**src/rtl/branch_target_unit.sv**
```systemverilog
// branch_target_unit
// Two-stage control-transfer target unit for JAL, JALR and conditional
// branches. Stage 1 registers the request operands; stage 2 registers the
// computed target, link address, taken flag and fault flags, which drive the
// outputs directly. Both stages share one advance condition, so a full pipe
// with the consumer ready accepts a new request every cycle without a bubble.
module branch_target_unit #(
  parameter int WORD_SIZE  = 32,
  parameter int IMM_WIDTH  = 21,
  parameter int COMPRESSED = 0
) (
  input  logic                 clk,
  input  logic                 reset_n,
  input  logic                 flush,
  input  logic                 in_valid,
  output logic                 in_ready,
  input  logic [1:0]           mode,
  input  logic [2:0]           funct3,
  input  logic [WORD_SIZE-1:0] pc,
  input  logic [WORD_SIZE-1:0] rs1,
  input  logic [WORD_SIZE-1:0] rs2,
  input  logic [IMM_WIDTH-1:0] imm,
  output logic                 out_valid,
  input  logic                 out_ready,
  output logic [WORD_SIZE-1:0] target,
  output logic [WORD_SIZE-1:0] link,
  output logic                 taken,
  output logic                 misaligned,
  output logic                 illegal
);

  localparam logic [1:0] MODE_JAL    = 2'b00;
  localparam logic [1:0] MODE_JALR   = 2'b01;
  localparam logic [1:0] MODE_BRANCH = 2'b10;

  localparam logic [2:0] F3_EQ  = 3'b000;
  localparam logic [2:0] F3_NE  = 3'b001;
  localparam logic [2:0] F3_LT  = 3'b100;
  localparam logic [2:0] F3_GE  = 3'b101;
  localparam logic [2:0] F3_LTU = 3'b110;
  localparam logic [2:0] F3_GEU = 3'b111;

  localparam logic [WORD_SIZE-1:0] LINK_STEP = WORD_SIZE'(4);
  localparam logic [WORD_SIZE-1:0] JALR_MASK = {{(WORD_SIZE-1){1'b1}}, 1'b0};

  // Stage 1 request registers
  logic                 s1_valid;
  logic [1:0]           s1_mode;
  logic [2:0]           s1_funct3;
  logic [WORD_SIZE-1:0] s1_pc;
  logic [WORD_SIZE-1:0] s1_rs1;
  logic [WORD_SIZE-1:0] s1_rs2;
  logic [IMM_WIDTH-1:0] s1_imm;

  // Stage 1 combinational results
  logic [WORD_SIZE-1:0] imm_ext;
  logic [WORD_SIZE-1:0] pc_target;
  logic [WORD_SIZE-1:0] rs1_target;
  logic                 cond_eq;
  logic                 cond_lt;
  logic                 cond_ltu;
  logic                 cond_true;
  logic                 funct3_rsvd;
  logic [WORD_SIZE-1:0] nxt_target;
  logic [WORD_SIZE-1:0] nxt_link;
  logic                 nxt_taken;
  logic                 nxt_misaligned;
  logic                 nxt_illegal;

  // Pipeline handshake
  logic s2_load;
  logic accept;

  // S2 is free when empty or being drained; S1 advances on the same condition.
  assign s2_load  = !out_valid || out_ready;
  assign in_ready = reset_n && (!s1_valid || s2_load);
  assign accept   = in_valid && in_ready;

  // Stage 1 valid bit: flush kills, new request fills, drain empties.
  always_ff @(posedge clk or negedge reset_n) begin
    if (!reset_n) begin
      s1_valid <= 1'b0;
    end else if (flush) begin
      s1_valid <= 1'b0;
    end else if (accept) begin
      s1_valid <= 1'b1;
    end else if (s2_load) begin
      s1_valid <= 1'b0;
    end
  end

  // Stage 1 operand capture on acceptance; data survives a flush untouched.
  always_ff @(posedge clk or negedge reset_n) begin
    if (!reset_n) begin
      s1_mode   <= 2'b00;
      s1_funct3 <= 3'b000;
      s1_pc     <= '0;
      s1_rs1    <= '0;
      s1_rs2    <= '0;
      s1_imm    <= '0;
    end else if (accept) begin
      s1_mode   <= mode;
      s1_funct3 <= funct3;
      s1_pc     <= pc;
      s1_rs1    <= rs1;
      s1_rs2    <= rs2;
      s1_imm    <= imm;
    end
  end

  // Target arithmetic and branch condition evaluation on stage 1 operands.
  always_comb begin
    imm_ext    = WORD_SIZE'($signed(s1_imm));
    pc_target  = s1_pc + imm_ext;
    rs1_target = (s1_rs1 + imm_ext) & JALR_MASK;
    cond_eq    = (s1_rs1 == s1_rs2);
    cond_lt    = ($signed(s1_rs1) < $signed(s1_rs2));
    cond_ltu   = (s1_rs1 < s1_rs2);

    cond_true   = 1'b0;
    funct3_rsvd = 1'b0;
    case (s1_funct3)
      F3_EQ:   cond_true = cond_eq;
      F3_NE:   cond_true = !cond_eq;
      F3_LT:   cond_true = cond_lt;
      F3_GE:   cond_true = !cond_lt;
      F3_LTU:  cond_true = cond_ltu;
      F3_GEU:  cond_true = !cond_ltu;
      default: funct3_rsvd = 1'b1;
    endcase
  end

  // Result selection by mode; illegal requests never redirect or fault.
  always_comb begin
    nxt_link    = s1_pc + LINK_STEP;
    nxt_target  = pc_target;
    nxt_taken   = 1'b0;
    nxt_illegal = 1'b0;
    case (s1_mode)
      MODE_JAL: begin
        nxt_target = pc_target;
        nxt_taken  = 1'b1;
      end
      MODE_JALR: begin
        nxt_target = rs1_target;
        nxt_taken  = 1'b1;
      end
      MODE_BRANCH: begin
        nxt_target  = pc_target;
        nxt_illegal = funct3_rsvd;
        nxt_taken   = cond_true && !funct3_rsvd;
      end
      default: begin
        nxt_target  = pc_target;
        nxt_illegal = 1'b1;
        nxt_taken   = 1'b0;
      end
    endcase

    // Only a redirect that actually happens can fault on alignment.
    if (COMPRESSED != 0) begin
      nxt_misaligned = nxt_taken && nxt_target[0];
    end else begin
      nxt_misaligned = nxt_taken && (|nxt_target[1:0]);
    end
  end

  // Stage 2 valid bit: flush overrides the consumer handshake.
  always_ff @(posedge clk or negedge reset_n) begin
    if (!reset_n) begin
      out_valid <= 1'b0;
    end else if (flush) begin
      out_valid <= 1'b0;
    end else if (s2_load) begin
      out_valid <= s1_valid;
    end
  end

  // Stage 2 result registers; held stable while the consumer stalls.
  always_ff @(posedge clk or negedge reset_n) begin
    if (!reset_n) begin
      target     <= '0;
      link       <= '0;
      taken      <= 1'b0;
      misaligned <= 1'b0;
      illegal    <= 1'b0;
    end else if (s2_load && s1_valid) begin
      target     <= nxt_target;
      link       <= nxt_link;
      taken      <= nxt_taken;
      misaligned <= nxt_misaligned;
      illegal    <= nxt_illegal;
    end
  end

endmodule
```
**config.mk**
```make
export PLATFORM = sky130hd
export DESIGN_NAME = branch_target_unit
export DESIGN_NICKNAME = d
export VERILOG_FILES = /design/src/rtl/branch_target_unit.sv
export SDC_FILE = /design/constraint.sdc
export NUM_CORES = 1
export LEC_CHECK = 0
export BUFFER_PORTS_ARGS = -buffer_cell sky130_fd_sc_hd__buf_2
export CAP_MARGIN = 15
export CORE_MARGIN = 5
export CORE_UTILIZATION = 38
export DETAILED_ROUTE_END_ITERATION = 12
export PLACE_DENSITY = 0.63
export SYNTH_ARGS = -nofsm -noshare
export SYNTH_HDL_FRONTEND = slang
export SYNTH_SLANG_ARGS = --single-unit
```
**constraint.sdc**
```tcl
create_clock -name clk -period 2.8 [get_ports clk]
set_clock_uncertainty 0.2 [all_clocks]
set_input_delay 0 -clock clk [delete_from_list [all_inputs] [get_ports clk]]
set_output_delay 0 -clock clk [all_outputs]
set_load 0.01 [all_outputs]
```
==> qor.csv, run 1 <==
stage,metric,value,unit
final_layout,drive_above_1_share,0.391,
cts,cts.root.buffer_cell,sky130_fd_sc_hd__clkbuf_16,
die,initial_core_util,0.384,
synthesis,synth.area.mux_share,0.120,
synthesis,ys_ff_latch,191,
sta,final_setup_margin,-0.0737,ns
synthesis,netlist-cell-type-count,72,
sta,slew_viol_final,0,
power_and_ir_drop,power.leakage,7.97,nW
critical_path,endpoint_required_time_on_the_critical_path,2.91,ns
detailed_routing,vias_per_cell,5.07,
detailed_routing,num_vias,10500,
cts,clock_path_buffers,2,
sta,setup_repair_after_global_routing_missed_its_margin,yes,
cts,later_pin_clock_latency_in_the_skew_report,0.44,ns
cts,cts.sinks,191,
final_layout,final-instance-count-excl-fill,2061,
critical_path,timing.critical_path.to_type,flip-flop,
synthesis,number_of_enable_type_register_cells_in_the_synthesized_netlist,0,
run_status,status,finished with violations,
global_routing,first_pass_grt_wire_length,55400,um
synthesis,yosysSeqAreaShare,0.408,
synthesis,synth_simple_gate_area_frac,0.112,
detailed_routing,drt_pre_antenna_iters,4,
power_and_ir_drop,areal_power_density_over_the_cells,717,mW/mm2
synthesis,synth_adder_area_share,0.104,
sta,tns,-0.238,ns
detailed_routing,drt_drc_violations_left,0,
sta,final_cycle_utilization_of_the_critical_path,1.03,
cts,clk_pin_slew_worst_paths,0.07,ns
job,max_cap_violations,0,
sta,worst_slew_pin_slew,0.891,ns
critical_path,crit_fanout,4,
synthesis,post_synth_inst_count,1167,
global_routing,vias_in_the_first_global_route,10800,
critical_path,worstSetupPathType,flip-flop to flip-flop,
synthesis,yosys.area_share.xor_xnor,0.0591,
hold_path,holdCritPathClass,input pin to asynchronous set/reset pin,
cts,cts_max_level,4,
sta,period_needed,2.87,ns
die,design.die.area,0.0344,mm2
synthesis,post_synthesis_average_cell_area,10.0,um2
synthesis,largest_family_of_logic_cells_by_synthesized_area,compound AO/OA/AOI/OAI gates,
die,die-width,186,um
global_routing,overall_global_routing_usage,0.204,
placed_design,place.detailed.hpwl,25300,um
synthesis,synth_compound_gate_area_share,0.166,
detailed_routing,drt_iter0_drc,453,
detailed_routing,wirelength,35400,um
cts,cts_inserted_buffers,17,
placed_design,portBuffers,195,
cts,tritoncts,yes,
global_routing,grt_antenna_before_repair,2,
placed_design,global_placer_s_final_weighted_congestion,0.876,
final_layout,final_core_util,0.563,
final_layout,synthToLayoutAreaGrowth,46.8,%
synthesis,ys_warn_count,0,
placed_design,placed_cells_incl_taps,1866,
power_and_ir_drop,power,12.3,mW
sta,hold_viol_final,0,
die,die_height,186,um
die,io-pin-count,196,
die,core_region_area,0.0305,mm2
run_status,violations,setup timing,
detailed_routing,post_drt_wl_per_cell,17.2,um
synthesis,syn-cell-area,0.0117,mm2
die,std_cell_rows,64,
power_and_ir_drop,vdd_drop_max,416,uV
critical_path,critPathArrivalTime,2.99,ns
sta,fin_worst_hold_slack,0.0266,ns
synthesis,synth.net_count,1390,
synthesis,synthArstFlopShare,1.00,
sta,setup_viol_count_final,5,
detailed_routing,ant_nets,0,
global_routing,global_route.overflow_total,0,
global_routing,grt_start_max_net_pins,119,
synthesis,ys.flop_type,sky130_fd_sc_hd__dfrtp_1,
critical_path,worstSetupStartpointType,flip-flop,
sta,maxSlewHeadroom,0.406,
final_layout,final_net_count,1875,
sta,max_freq,348,MHz
-- flip-flops by register name, summed over array words and instances, names as in the netlist --
signal	cells
illegal	1
link	32
misaligned	1
out_valid	1
s1_funct3	3
s1_imm	21
s1_mode	2
s1_pc	32
s1_rs1	32
s1_rs2	32
s1_valid	1
taken	1
target	32
-- cell usage after synthesis, types with 5 or more instances --
cell	instances	share of area
sky130_fd_sc_hd__a211oi_1	9	0.0058
sky130_fd_sc_hd__a21o_1	38	0.024
sky130_fd_sc_hd__a21oi_1	76	0.032
sky130_fd_sc_hd__a22oi_1	5	0.0032
sky130_fd_sc_hd__a31oi_1	9	0.0048
sky130_fd_sc_hd__and2_1	8	0.0043
sky130_fd_sc_hd__buf_1	6	0.0019
sky130_fd_sc_hd__clkbuf_1	32	0.010
sky130_fd_sc_hd__dfrtp_1	191	0.41
sky130_fd_sc_hd__ha_1	94	0.10
sky130_fd_sc_hd__inv_1	54	0.017
sky130_fd_sc_hd__mux2_2	122	0.12
sky130_fd_sc_hd__nand2_1	112	0.036
sky130_fd_sc_hd__nand2b_1	8	0.0043
sky130_fd_sc_hd__nand3_1	24	0.010
sky130_fd_sc_hd__nand4_1	16	0.0086
sky130_fd_sc_hd__nor2_1	71	0.023
sky130_fd_sc_hd__nor2b_1	10	0.0053
sky130_fd_sc_hd__nor3_1	14	0.0060
sky130_fd_sc_hd__o211ai_1	5	0.0032
sky130_fd_sc_hd__o21a_1	9	0.0058
sky130_fd_sc_hd__o21ai_0	80	0.034
sky130_fd_sc_hd__o21ai_1	7	0.0030
sky130_fd_sc_hd__o21bai_1	8	0.0051
sky130_fd_sc_hd__xnor2_1	47	0.035
sky130_fd_sc_hd__xor2_1	32	0.024
-- critical path, stage by stage, from the launching register on --
cell                       delay [ns]
sky130_fd_sc_hd__dfrtp_1         0.43
sky130_fd_sc_hd__ha_1            0.35
sky130_fd_sc_hd__a21oi_1         0.24
sky130_fd_sc_hd__o21ai_0         0.18
sky130_fd_sc_hd__a211oi_2        0.32
sky130_fd_sc_hd__o22ai_4         0.14
sky130_fd_sc_hd__a21oi_2         0.20
sky130_fd_sc_hd__nand2b_1        0.13
sky130_fd_sc_hd__xor2_1          0.15
sky130_fd_sc_hd__nor2b_1         0.13
sky130_fd_sc_hd__a221o_1         0.28
-- per-stage QoR --
step                      instance area, um2  worst slack, ns
after floorplan                        11700          -0.0258
after global placement                 14200           -0.235
after global routing                   17200           -0.205
after detailed placement               14200           -0.278
after CTS                              16800          -0.0298
final                                  17200          -0.0737
-- layout make-up --
| cell class | count | area, um2 |
|---|---|---|
| Antenna cell | 2 | 5.00 |
| Clock buffer | 18 | 439 |
| Clock inverter | 12 | 206 |
| Fill cell | 2634 | 13300 |
| Inverter | 54 | 203 |
| Multi-Input combinational cell | 882 | 7300 |
| Sequential cell | 191 | 4790 |
| Tap cell | 396 | 495 |
| Timing Repair Buffer | 506 | 3750 |
-- placed cells by master, fill, tap and decap left out, drive strengths merged, types with 9 or more instances in the layout --
| master | synthesis | layout |
|---|---|---|
| buf | 8 | 362 |
| dfrtp | 191 | 191 |
| dlygate4sd3 | 0 | 143 |
| mux2 | 122 | 122 |
| nand2 | 112 | 112 |
| ha | 94 | 94 |
| o21ai | 89 | 89 |
| a21oi | 78 | 78 |
| nor2 | 71 | 71 |
| inv | 54 | 58 |
| xnor2 | 47 | 47 |
| a21o | 38 | 38 |
| xor2 | 32 | 32 |
| nand3 | 26 | 26 |
| clkbuf | 32 | 19 |
| nand4 | 16 | 16 |
| nor3 | 15 | 15 |
| a31oi | 11 | 11 |
| a211oi | 11 | 11 |
| nor2b | 10 | 10 |
| o21a | 9 | 9 |
-- cells by family (layout without fill, tap and decap cells) --
family                   count (synthesis)  after routing
XOR/XNOR                                79             79
adder cells (fa/ha/maj)                 96             96
AND/OR/NAND/NOR                        285            285
flip-flops                             191            191
buffers and inverters                   94            590
multiplexers                           125            125
AO/OA/AOI/OAI                          297            297
other                                    0              2
-- power breakdown --
| group | leakage [nW] | internal (mW) | switching, mW |
|---|---|---|---|
| registers | 2.27 | 3.35 | 0.488 |
| clock network | 0.314 | 1.61 | 1.11 |
| logic | 5.38 | 2.94 | 2.83 |
-- routing by layer --
metal  GRT usage  vias to the layer above  part of all wire
met5           0                        -                 0
met4      0.0702                        0             0.025
met3      0.0328                       39             0.040
met2       0.338                      235              0.47
met1       0.273                     5011              0.46
li1            -                     5168                 -
-- repair_timing --
item                       4_1_cts  5_1_grt
resized for setup               66       75
hold buffers                   143        0
pin swaps                       30       44
cloned                           0        0
hold endpoints to repair       315        0
setup endpoints to repair       18       26
setup buffers                   13        9
-- path summary, 6_finish.rpt --
kind / startpoint / end / slack, ns / depth (start not counted)
max reg2reg: s1_imm[12] / target[27] / -0.07 / 10
max in group asynchronous: reset_n / s1_imm[20] / 1.55 / 3
min in group clk: flush / out_valid / 0.07 / 3
min: reset_n / s1_rs1[11] / 0.03 / 3
max: s1_imm[12] / target[27] / -0.07 / 10
min reg2reg: link[1] / link[1] / 0.27 / 2
Note: power is estimated with default switching activity, not from simulation.
==> inputs of run 2 (changes only) <==
--- a/config.mk
+++ b/config.mk
@@ -8,9 +8,9 @@
 export BUFFER_PORTS_ARGS = -buffer_cell sky130_fd_sc_hd__buf_2
 export CAP_MARGIN = 15
 export CORE_MARGIN = 5
-export CORE_UTILIZATION = 38
+export CORE_UTILIZATION = 52
 export DETAILED_ROUTE_END_ITERATION = 12
-export PLACE_DENSITY = 0.63
+export PLACE_DENSITY = 0.81
 export SYNTH_ARGS = -nofsm -noshare
 export SYNTH_HDL_FRONTEND = slang
 export SYNTH_SLANG_ARGS = --single-unit
==> run 2 against run 1 <==
Sequential share of layout area rose by 0.87 points; wire length rose by 7.2%; fmax fell by 3.8%; die area fell by 26%; global-route usage rose by 7.6 points; cell count fell by 6.7%; combinational power rose by 0.9%; power fell by 1.8%; the flow still finishes with violations (setup timing); via count rose by 5.4%; non-clock buffer count fell by 25; critical path type unchanged; highest routed layer unchanged; register-to-register slack got worse by 0.11 ns; clock power fell by 11%.
==> qor.csv, run 2 (same netlist as run 1, synthesis figures left out) <==
stage,metric,value,unit,change
detailed_routing,ant_nets,0,,unchanged
final_layout,most_common_library_cell_in_the_layout_ignoring_fill_and_taps,sky130_fd_sc_hd__buf_2,,
critical_path,worstSetupPathType,flip-flop to flip-flop,,
cts,clk_pin_slew_worst_paths,0.08,ns,about the same
sta,slew_viol_final,0,,unchanged
cts,cts_inserted_buffers,17,,unchanged
sta,max_freq,335,MHz,-3.8%
final_layout,final_net_count,1850,,-1.3%
global_routing,overall_global_routing_usage,0.280,,+0.0762
sta,maxSlewHeadroom,0.319,,-0.0869
die,std_cell_rows,55,,-14%
critical_path,critPathArrivalTime,3.15,ns,+0.16 ns
sta,final_setup_margin,-0.187,ns,-0.114 ns
power_and_ir_drop,internal-power,7.55,mW,-4.4%
final_layout,multi_input_comb_area,0.00722,mm2,-1.0%
die,io-pin-count,196,,unchanged
final_layout,final-instance-count-excl-fill,1922,,-6.7%
global_routing,top_usage_layer,met2,,
cts,clock_path_buffers,2,,unchanged
sta,final_cycle_utilization_of_the_critical_path,1.07,,+0.0406
power_and_ir_drop,power.share.clock,0.200,,-0.021
detailed_routing,drt_drc_violations_left,0,,unchanged
job,max_cap_violations,0,,unchanged
power_and_ir_drop,total_switching_power,4.56,mW,+3.0%
cts,cts_max_level,4,,unchanged
die,die_height,160,um,-14%
die,die-width,160,um,-14%
placed_design,detailed_place.area,0.0139,mm2,-2.4%
critical_path,worst_r2r_path_depth,12,,+2
placed_design,global_placer_s_final_weighted_congestion,0.924,,+5.4%
hold_path,whs_path_depth,4,,
final_layout,n_fill_cell,1424,,-46%
die,design.die.area,0.0256,mm2,-26%
final_layout,seqCellArea,0.00479,mm2,unchanged
final_layout,final_area,0.0167,mm2,-3.0%
die,initial_core_util,0.522,,+0.138
power_and_ir_drop,power.leakage,7.79,nW,-2.3%
global_routing,gr-usage-met2,0.470,,+0.132
power_and_ir_drop,sequentialPowerShare,0.319,,+0.008
placed_design,placement.setup.worst_slack,-0.304,ns,-0.0261 ns
detailed_routing,drt_pre_antenna_iters,7,,+3
detailed_routing,num_vias,11000,,+5.4%
sta,hold_viol_final,0,,unchanged
sta,worst_slew_pin_slew,1.02,ns,+0.130 ns
detailed_routing,drt_iter0_drc,834,,+84%
power_and_ir_drop,vdd_drop_max,480,uV,+15%
global_routing,grt_start_max_net_pins,66,,-45%
power_and_ir_drop,switching_share,0.377,,+0.0174
placed_design,placed_cells_incl_taps,1732,,-7.2%
critical_path,endpoint_required_time_on_the_critical_path,2.97,ns,+0.06 ns
global_routing,global_route.usage.met3,0.0426,,+0.00975
cts,cts.root.buffer_cell,sky130_fd_sc_hd__clkbuf_16,,
final_layout,layout_common_cells,"sky130_fd_sc_hd__buf_2 (194), sky130_fd_sc_hd__dfrtp_1 (181), sky130_fd_sc_hd__buf_4 (144), sky130_fd_sc_hd__dlygate4sd3_1 (134), sky130_fd_sc_hd__mux2_2 (122)",,
global_routing,grt_antenna_before_repair,0,,-2
final_layout,number_of_diodes,0,,-2
run_status,status,finished with violations,,
cts,cts.sinks,191,,unchanged
hold_path,holdCritPathClass,input pin to flip-flop,,
global_routing,global_route.overflow_total,0,,unchanged
global_routing,grt.met1_usage,0.361,,+0.0885
sta,setup_repair_after_global_routing_missed_its_margin,yes,,
sta,period_needed,2.99,ns,+0.114 ns
placed_design,portBuffers,195,,unchanged
global_routing,first_pass_grt_wire_length,57900,um,+4.5%
detailed_routing,post_drt_wl_per_cell,19.7,um,+15%
cts,tritoncts,yes,,
detailed_routing,vias_per_cell,5.73,,+13%
detailed_routing,wirelength,37900,um,+7.2%
global_routing,vias_in_the_first_global_route,11100,,+2.5%
final_layout,synthToLayoutAreaGrowth,42.4,%,
critical_path,worstSetupStartpointType,flip-flop,,
power_and_ir_drop,areal_power_density_over_the_cells,727,mW/mm2,+1.3%
sta,setup_viol_count_final,16,,+11
cts,later_pin_clock_latency_in_the_skew_report,0.44,ns,about the same
power_and_ir_drop,pwr-share-comb,0.481,,+0.013
run_status,violations,setup timing,,
critical_path,timing.critical_path.to_type,flip-flop,,
critical_path,crit_fanout,4,,unchanged
final_layout,drive_above_1_share,0.379,,-0.0127
placed_design,place.detailed.hpwl,23700,um,-6.5%
die,core_region_area,0.0224,mm2,-26%
==> run 2: cell types whose count changed in the layout (fill, tap and decap cells not counted), sizes merged <==
cell,change
bufinv,-3
diode,-2
clkinvlp,+5
clkbuf,+2
buf,-16
clkinv,-1
dlygate4sd3,-9
inv,-4
==> run 2: critical path, stage by stage (launching register included) <==
cell,delay [ns]
sky130_fd_sc_hd__dfrtp_1,0.49
sky130_fd_sc_hd__ha_1,0.38
sky130_fd_sc_hd__buf_4,0.15
sky130_fd_sc_hd__nand4_1,0.20
sky130_fd_sc_hd__o211ai_1,0.22
sky130_fd_sc_hd__o311ai_4,0.21
sky130_fd_sc_hd__nand2b_1,0.11
sky130_fd_sc_hd__a21o_1,0.18
sky130_fd_sc_hd__a31oi_2,0.14
sky130_fd_sc_hd__buf_4,0.16
sky130_fd_sc_hd__xnor2_1,0.26
sky130_fd_sc_hd__a21oi_1,0.11
sky130_fd_sc_hd__nor2_1,0.10
==> run 2: timing repair <==
item,4_1_cts,5_1_grt
hold endpoints to repair,315,0
endpoints found under the setup margin,18,27
resized for setup,63,66
hold buffers,135,0
pin swaps,38,37
buffers inserted,18,10
==> run 2: final timing paths <==
check | from | end | slack [ns]
min reg2reg | link[30] | link[30] | 0.27
max | s1_imm[8] | target[13] | -0.19
max reg2reg | s1_imm[8] | target[13] | -0.19
max in group asynchronous | reset_n | s1_imm[9] | 1.00
min | in_valid | s1_rs1[19] | 0.07
min in group asynchronous | reset_n | s1_rs2[2] | 0.50
==> run 2: final cells by class <==
class	count	share of cell area
multi-input cells	882	0.433
clock inverters	9	0.00683
clock buffers	20	0.0274
well taps	285	0.0214
flip-flops and latches	191	0.287
repair buffers	481	0.212
inverters	54	0.0122
==> run 2: per-layer routing <==
metal	share of wire	routed length (um)	vias up
met3	0.063	2380	126
li1	-	-	5118
met4	0.046	1740	0
met5	0	0	-
met2	0.48	18200	497
met1	0.41	15600	5281
==> run 2: stage by stage <==
| stage | util | total power [mW] | hold WS, ns | TNS, ns |
|---|---|---|---|---|
| 2_1_floorplan | - | 6.73 | -0.496 | -0.0387 |
| 3_3_place_gp | 0.620 | 8.46 | -0.239 | -0.919 |
| 3_5_place_dp | 0.620 | 8.62 | -0.238 | -2.06 |
| 4_1_cts | 0.726 | 11.5 | 0.0305 | -0.184 |
| 5_1_grt | 0.743 | 12.7 | 0.0810 | -2.74 |
| 6_report | 0.743 | 12.1 | 0.0696 | -1.38 |
==> run 2: power groups by stage <==
| stage | clock (mW) | sequential (mW) | combinational [mW] |
|---|---|---|---|
| 2_1_floorplan | 0 | 3.91 | 2.82 |
| 3_3_place_gp | 0 | 3.83 | 4.64 |
| 3_5_place_dp | 0 | 3.85 | 4.77 |
| 4_1_cts | 2.44 | 3.82 | 5.28 |
| 5_1_grt | 2.54 | 3.92 | 6.27 |
| 6_report | 2.42 | 3.87 | 5.82 |
